File: src/rtl/io_periph_slave.sv
// Board-facing IO register window: LED/SEG latches, synchronized switches,
// debounced buttons with sticky press flags, and a 32-bit compare timer.
module io_periph_slave #(
  parameter logic [31:0] BASE_ADDR       = 32'hFFFF_FC00,
  parameter logic [19:0] DEBOUNCE_CYCLES = 20'd1_000_000
) (
  input  logic        clk,
  input  logic        rst_n,
  input  logic [31:0] io_addr,
  input  logic [31:0] io_wdata,
  input  logic        io_we,
  output logic [31:0] io_rdata,
  input  logic [15:0] sw,
  input  logic [4:0]  btn,
  output logic [15:0] led,
  output logic [31:0] seg_data,
  output logic        timer_irq
);

  localparam logic [19:0] DB_LAST = DEBOUNCE_CYCLES - 20'd1;

  logic        hit;
  logic [2:0]  offset;
  logic        wr_en;
  logic        wr_led, wr_btn, wr_seg, wr_tcnt, wr_tcmp, wr_tctrl;

  logic [15:0] led_reg;
  logic [31:0] seg_reg;
  logic [15:0] sw_meta_reg, sw_sync_reg;
  logic [4:0]  btn_meta_reg, btn_sync_reg;
  logic [4:0]  btn_level;
  logic [4:0]  btn_level_d_reg;
  logic [4:0]  flag_reg, flag_next;
  logic [31:0] tcnt_reg, tcnt_next;
  logic [31:0] tcmp_reg;
  logic        en_reg, auto_reg, irq_en_reg;
  logic        match_reg, match_next, match_set;

  assign hit      = (io_addr[31:5] == BASE_ADDR[31:5]);
  assign offset   = io_addr[4:2];
  assign wr_en    = io_we & hit;
  assign wr_led   = wr_en & (offset == 3'd0);
  assign wr_btn   = wr_en & (offset == 3'd2);
  assign wr_seg   = wr_en & (offset == 3'd3);
  assign wr_tcnt  = wr_en & (offset == 3'd4);
  assign wr_tcmp  = wr_en & (offset == 3'd5);
  assign wr_tctrl = wr_en & (offset == 3'd6);

  always_ff @(posedge clk or negedge rst_n) begin
    if (!rst_n) begin
      led_reg      <= '0;
      seg_reg      <= '0;
      sw_meta_reg  <= '0;
      sw_sync_reg  <= '0;
      btn_meta_reg <= '0;
      btn_sync_reg <= '0;
    end else begin
      if (wr_led) led_reg <= io_wdata[15:0];
      if (wr_seg) seg_reg <= io_wdata;
      sw_meta_reg  <= sw;
      sw_sync_reg  <= sw_meta_reg;
      btn_meta_reg <= btn;
      btn_sync_reg <= btn_meta_reg;
    end
  end

  // Each button accepts a new level only after the synced input has
  // disagreed with the accepted level for DEBOUNCE_CYCLES consecutive cycles.
  genvar gi;
  generate
    for (gi = 0; gi < 5; gi++) begin : g_btn
      logic [19:0] cnt_reg;
      logic        level_reg;
      always_ff @(posedge clk or negedge rst_n) begin
        if (!rst_n) begin
          cnt_reg   <= '0;
          level_reg <= 1'b0;
        end else if (btn_sync_reg[gi] == level_reg) begin
          cnt_reg <= '0;
        end else if (cnt_reg == DB_LAST) begin
          cnt_reg   <= '0;
          level_reg <= btn_sync_reg[gi];
        end else begin
          cnt_reg <= cnt_reg + 20'd1;
        end
      end
      assign btn_level[gi] = level_reg;
    end
  endgenerate

  // Hardware set wins over a same-cycle W1C.
  always_comb begin
    flag_next = flag_reg;
    if (wr_btn) flag_next = flag_next & ~io_wdata[4:0];
    flag_next = flag_next | (btn_level & ~btn_level_d_reg);
  end

  always_comb begin
    tcnt_next = tcnt_reg;
    match_set = 1'b0;
    if (wr_tcnt) begin
      tcnt_next = io_wdata;
    end else if (en_reg) begin
      if (tcnt_reg == tcmp_reg) begin
        match_set = 1'b1;
        tcnt_next = auto_reg ? 32'd0 : tcnt_reg + 32'd1;
      end else begin
        tcnt_next = tcnt_reg + 32'd1;
      end
    end
    match_next = (match_reg & ~(wr_tctrl & io_wdata[8])) | match_set;
  end

  always_ff @(posedge clk or negedge rst_n) begin
    if (!rst_n) begin
      btn_level_d_reg <= '0;
      flag_reg        <= '0;
      tcnt_reg        <= '0;
      tcmp_reg        <= '0;
      en_reg          <= 1'b0;
      auto_reg        <= 1'b0;
      irq_en_reg      <= 1'b0;
      match_reg       <= 1'b0;
    end else begin
      btn_level_d_reg <= btn_level;
      flag_reg        <= flag_next;
      tcnt_reg        <= tcnt_next;
      match_reg       <= match_next;
      if (wr_tcmp) tcmp_reg <= io_wdata;
      if (wr_tctrl) begin
        en_reg     <= io_wdata[0];
        auto_reg   <= io_wdata[1];
        irq_en_reg <= io_wdata[2];
      end
    end
  end

  always_comb begin
    io_rdata = 32'd0;
    if (hit) begin
      case (offset)
        3'd0:    io_rdata = {16'd0, led_reg};
        3'd1:    io_rdata = {16'd0, sw_sync_reg};
        3'd2:    io_rdata = {19'd0, btn_level, 3'd0, flag_reg};
        3'd3:    io_rdata = seg_reg;
        3'd4:    io_rdata = tcnt_reg;
        3'd5:    io_rdata = tcmp_reg;
        3'd6:    io_rdata = {23'd0, match_reg, 5'd0, irq_en_reg, auto_reg, en_reg};
        default: io_rdata = 32'd0;
      endcase
    end
  end

  assign led       = led_reg;
  assign seg_data  = seg_reg;
  assign timer_irq = match_reg & irq_en_reg;

endmodule
File: config.mk
export PLATFORM = sky130hd
export DESIGN_NAME = io_periph_slave
export DESIGN_NICKNAME = d
export VERILOG_FILES = /design/src/rtl/io_periph_slave.sv
export SDC_FILE = /design/constraint.sdc
export NUM_CORES = 1
export LEC_CHECK = 0
export ABC_CLOCK_PERIOD_IN_PS = 6300
export CELL_PAD_IN_SITES_DETAIL_PLACEMENT = 2
export CELL_PAD_IN_SITES_GLOBAL_PLACEMENT = 2
export CORE_ASPECT_RATIO = 1.5
export CORE_MARGIN = 8
export CORE_UTILIZATION = 40
export CTS_BUF_LIST = sky130_fd_sc_hd__clkbuf_8
export DETAILED_ROUTE_END_ITERATION = 7
export PLACE_DENSITY = 0.88
export REMOVE_ABC_BUFFERS = 1
export SLEW_MARGIN = 15
export SYNTH_ARGS = -nofsm -noshare
export SYNTH_HDL_FRONTEND = slang
export SYNTH_SLANG_ARGS = --single-unit
export TNS_END_PERCENT = 30
File: constraint.sdc
create_clock -name clk -period 6.3 [get_ports clk]
set_input_delay 1.26 -clock clk [delete_from_list [all_inputs] [get_ports clk]]
set_output_delay 1.26 -clock clk [all_outputs]
set_load 0.01 [all_outputs]
After elaboration in Yosys (flattened, before gate mapping)
Cells that the tools add are included.

Mux-type cells: 20. Add/subtract/negate cells: 6. Equality and inequality tests: 18. Reduce and logical (&&, ||, !) cells: 7. Bitwise operators: 22.

Operators by type and width (number): $pmux 32 s7 (1); $mux 20 (10); $mux 32 (5); $add 20x1->20 const B (5); $eq 20x20->1 const B (5); $add 32x1->32 const B (1); $eq 32x32->1 (1); $eq 27x27->1 const B (1); $and 1x1->1 (10); $and 5x5->5 (2); $not 5->5 (2); $reduce_and 2->1 (5); $eq 3x3->1 const B (3); $eq 3x2->1 const B (2); $not 1->1 (6); $eq 1x1->1 (5); $mux 5 (1); $or 5x5->5 (1); $eq 3x1->1 const B (1); $logic_not 3->1 (1); $mux 1 (3); $reduce_bool 2->1 (1); $or 1x1->1 (1).

Bits of input ports: 88. Logic and storage cells: 97. Bits in registers: 273.

Longest topological paths before layout
Depth in word-level cells: 7. Gate-level depth with buffers: 9.

Worst setup path before layout
OpenSTA, ideal clock, no wires.

Path type: input port to output port. Start: input port io_addr[2]. End: output port io_rdata[21]. Arrival time: 2895 ps. Data required time: 5040 ps. Stages on the path: 6. Slack: 2145 ps. Path through: clkbuf_1 > clkbuf_1 > clkbuf_1 > mux2_2 > a22oi_1 > nor2_1.

Longest elaborated chain between the ends: 3. Elaborated cells on any way between the ends: 9. Classes of those cells: 6 x eq/ne; 2 x mux; 1 x reduce/logical.

Ends and longest elaborated chain: from (decl) (line 9) `input logic [31:0] io_addr,`; $eq 3x3->1, or another cell as far along (line 141) `case (offset)`; $pmux 32 s7 * (line 141); $mux 32 * (line 140) `if (hit) begin`; to (decl) (line 12) `output logic [31:0] io_rdata,`.

Every way passes the cells marked *; elsewhere a longest branch is shown, timed or not.

Final worst setup path
Start: input port io_addr[6]. End: output port io_rdata[12].

Longest elaborated chain between the ends: 2.

Ends and longest elaborated chain: $eq 27x27->1 (line 39) `assign hit = (io_addr[31:5] == BASE_ADDR[31:5]);`; $mux 32 (line 140).

Every way passes these cells.

==> metrics <==
status=finished, final reports clean; crit-path max FO=28; Max Freq=178.8 MHz; fin crit share=88.80%; worst hold path type=reg -> reg; DIE AREA=40050 µm²; hold depth=0; post-synth cell types=63; num rows=82; CTS root buffer=clkbuf_8; WL/cell=26.35 µm; initial DRC count=708; VDD IR max=0.2639 mV; Setup crit end kind=output port; unrepaired setup endpoints after global routing=no; Synth warnings=0; Post-Synthesis Cell Area=13520 µm²; clock sink count=273; clock buffer depth=3; Leak=0.007146 µW; post-synthesis sequential area ratio=50.55%; DR vias=11330; area grow syn2layout=22.87%; combinational family with the most area after synthesis=simple AND/OR/NAND/NOR gates; Final nets=1563; Worst EP required=5.04 ns; Place WS=0.8191 ns; syn avg cell area=10.29 µm²; Post-CTS Setup Inserts=0; Routed WL=50.81 mm; simple-gate portion of the synthesized area=19.94%; Post-CTS Hold Fix Bufs=0; DP Wirelength=33.23 mm; Remaining DRCs=0; Period minus WS final=5.594 ns; global-route wire length before repair=79.76 mm; Hold Fails Final Rpt=0; core area=33340 µm²; layout cells sized above 1=14.55%; crit path setup slack, layout=0.7057 ns; Placed Cells=1842; Final ANT Viol Nets=0; CTS H-tree lvls=2; Clock Latency Late Sink=0.60 ns; Non-Filler Instances=1928; Starting Density=40.53%; Die Span Y=241.1 µm; CP Launch Type=input pin; most common cell after layout, fill and taps aside=dfrtp_1; EDFF count, synth=0; most frequent cells in the layout=273 x dfrtp_1, 209 x nor2_1, 164 x clkdlybuf4s50_1, 103 x mux2_2, 82 x nand3_1; Post-Syn Instances=1313; Fin Clk Skew=0.01984 ns; DIE WIDTH=166.1 µm; P per Cell Area=230.5 nW/µm²; drt via density=5.875; Largest register FFs=100; register bit total from synthesis=273; post-synthesis compound-gate area fraction=7.091%; GRT Util Overall=25.45%; I/O pin cnt=169; R2R depth=6; port bufs=166; pin count of the biggest net entering global routing=181; TritonCTS clock tree=built; Slew @ Worst Pin=1.187 ns; Synth async-reset ratio=100.0%; Worst EP arrival=4.33 ns; Slew headroom=20.88%; Placer Congestion=0.8575; Top FF cell, synth=dfrtp_1; Synth Area in XOR/XNOR=8.100%; mux contribution to synthesized area=10.73%; max-slew violation count=0; WHS=0.3487 ns; initial antenna violation count=3; WS Path Type=in -> out; vias in the first global route=13230; Reg clk slew, reported paths=0.06 ns; total CTS buffers=45; gr ovfl total=0; FILL cells=3352; post-layout util=49.80%; Setup TNS=0 ns; post_cts resized=0; drt first pass iters=5; number of setup violations in the final report=0; Synth Area in Adders=0.5555%; MaxCap Viol Count=0
## synth_stat cells, drive strengths merged (7+ instances only)
library cell,number,area share (%)
nand4,40,1.9
nor4,26,1.6
xnor2,72,4.7
and3,37,1.7
a31oi,13,0.60
mux2i,20,1.5
nor2b,7,0.32
nor2,209,5.8
o22a,11,0.71
inv,24,0.67
mux2,105,8.7
clkbuf,57,1.6
xor2,53,3.4
and4,8,0.52
a21oi,33,1.2
nand2,68,1.9
nand3,83,3.2
buf,19,0.78
dfrtp,273,51
a22oi,30,1.7
nor3,15,0.56
o21ai,35,1.3
## report_power, final
group | total, µW | switching [µW] | internal, µW
clock | 1830 | 800 | 1030
combinational | 203 | 122 | 80.4
sequential | 1790 | 16.0 | 1770
total | 3830 | 939 | 2890
## final cells by class
class	instances	area, µm²	share of cell area [%]
multi-input cells	940	6274	37.78
diodes	3	7.507	0.04521
well taps	420	525.5	3.165
repair buffers	185	1829	11.02
clock inverters	22	209.0	1.258
clock buffers	61	839.6	5.056
inverters	24	90.09	0.5425
flip-flops and latches	273	6832	41.14
## worst max-delay path, stage by stage
cell and delay (ns):
clkdlybuf4s50_1 0.43, or4b_4 0.56, nor4_4 0.36, nand3_4 0.28, a21o_1 0.33, buf_4 0.29
nor2_1 0.20, clkdlybuf4s50_1 0.58
## final timing paths
| path | endpoint | slack (ns) | start |
|---|---|---|---|
| worst min-delay path | sw_sync_reg[6] | 0.35 | sw_meta_reg[6] |
| min in group asynchronous | seg_data[15] | 0.67 | rst_n |
| worst min register to register | sw_sync_reg[6] | 0.35 | sw_meta_reg[6] |
| max in group asynchronous | seg_data[21] | 4.06 | rst_n |
| worst max register to register | tcnt_reg[31] | 2.54 | tcnt_reg[12] |
| worst max-delay path | io_rdata[12] | 0.71 | io_addr[6] |
## stage by stage
stage | instance area, µm² | total power, µW
final | 16610 | 3827
after global routing | 16610 | 3942
after CTS | 16600 | 3864
after detailed placement | 15550 | 2022
after global placement | 15550 | 2011
after floorplan | 13200 | 1870
## routing by layer
metal | part of all wire [%] | vias to the layer above | GRT usage (%)
met5 | 0 | - | 0
met4 | 4.9 | 0 | 14.14
met3 | 4.2 | 143 | 4.649
met2 | 54 | 330 | 48.21
met1 | 37 | 5924 | 26.25
li1 | - | 4930 | -
## cells by family after synthesis
| logic type | after synthesis |
|---|---|
| and+or+nand+nor | 532 |
| DFF | 273 |
| AOI/OAI and AO/OA | 149 |
| muxes | 128 |
| xor gates and xnor gates | 125 |
| buffers and inverters | 100 |
| adders and majority gates | 6 |
Note: power is estimated with default switching activity, not from simulation.
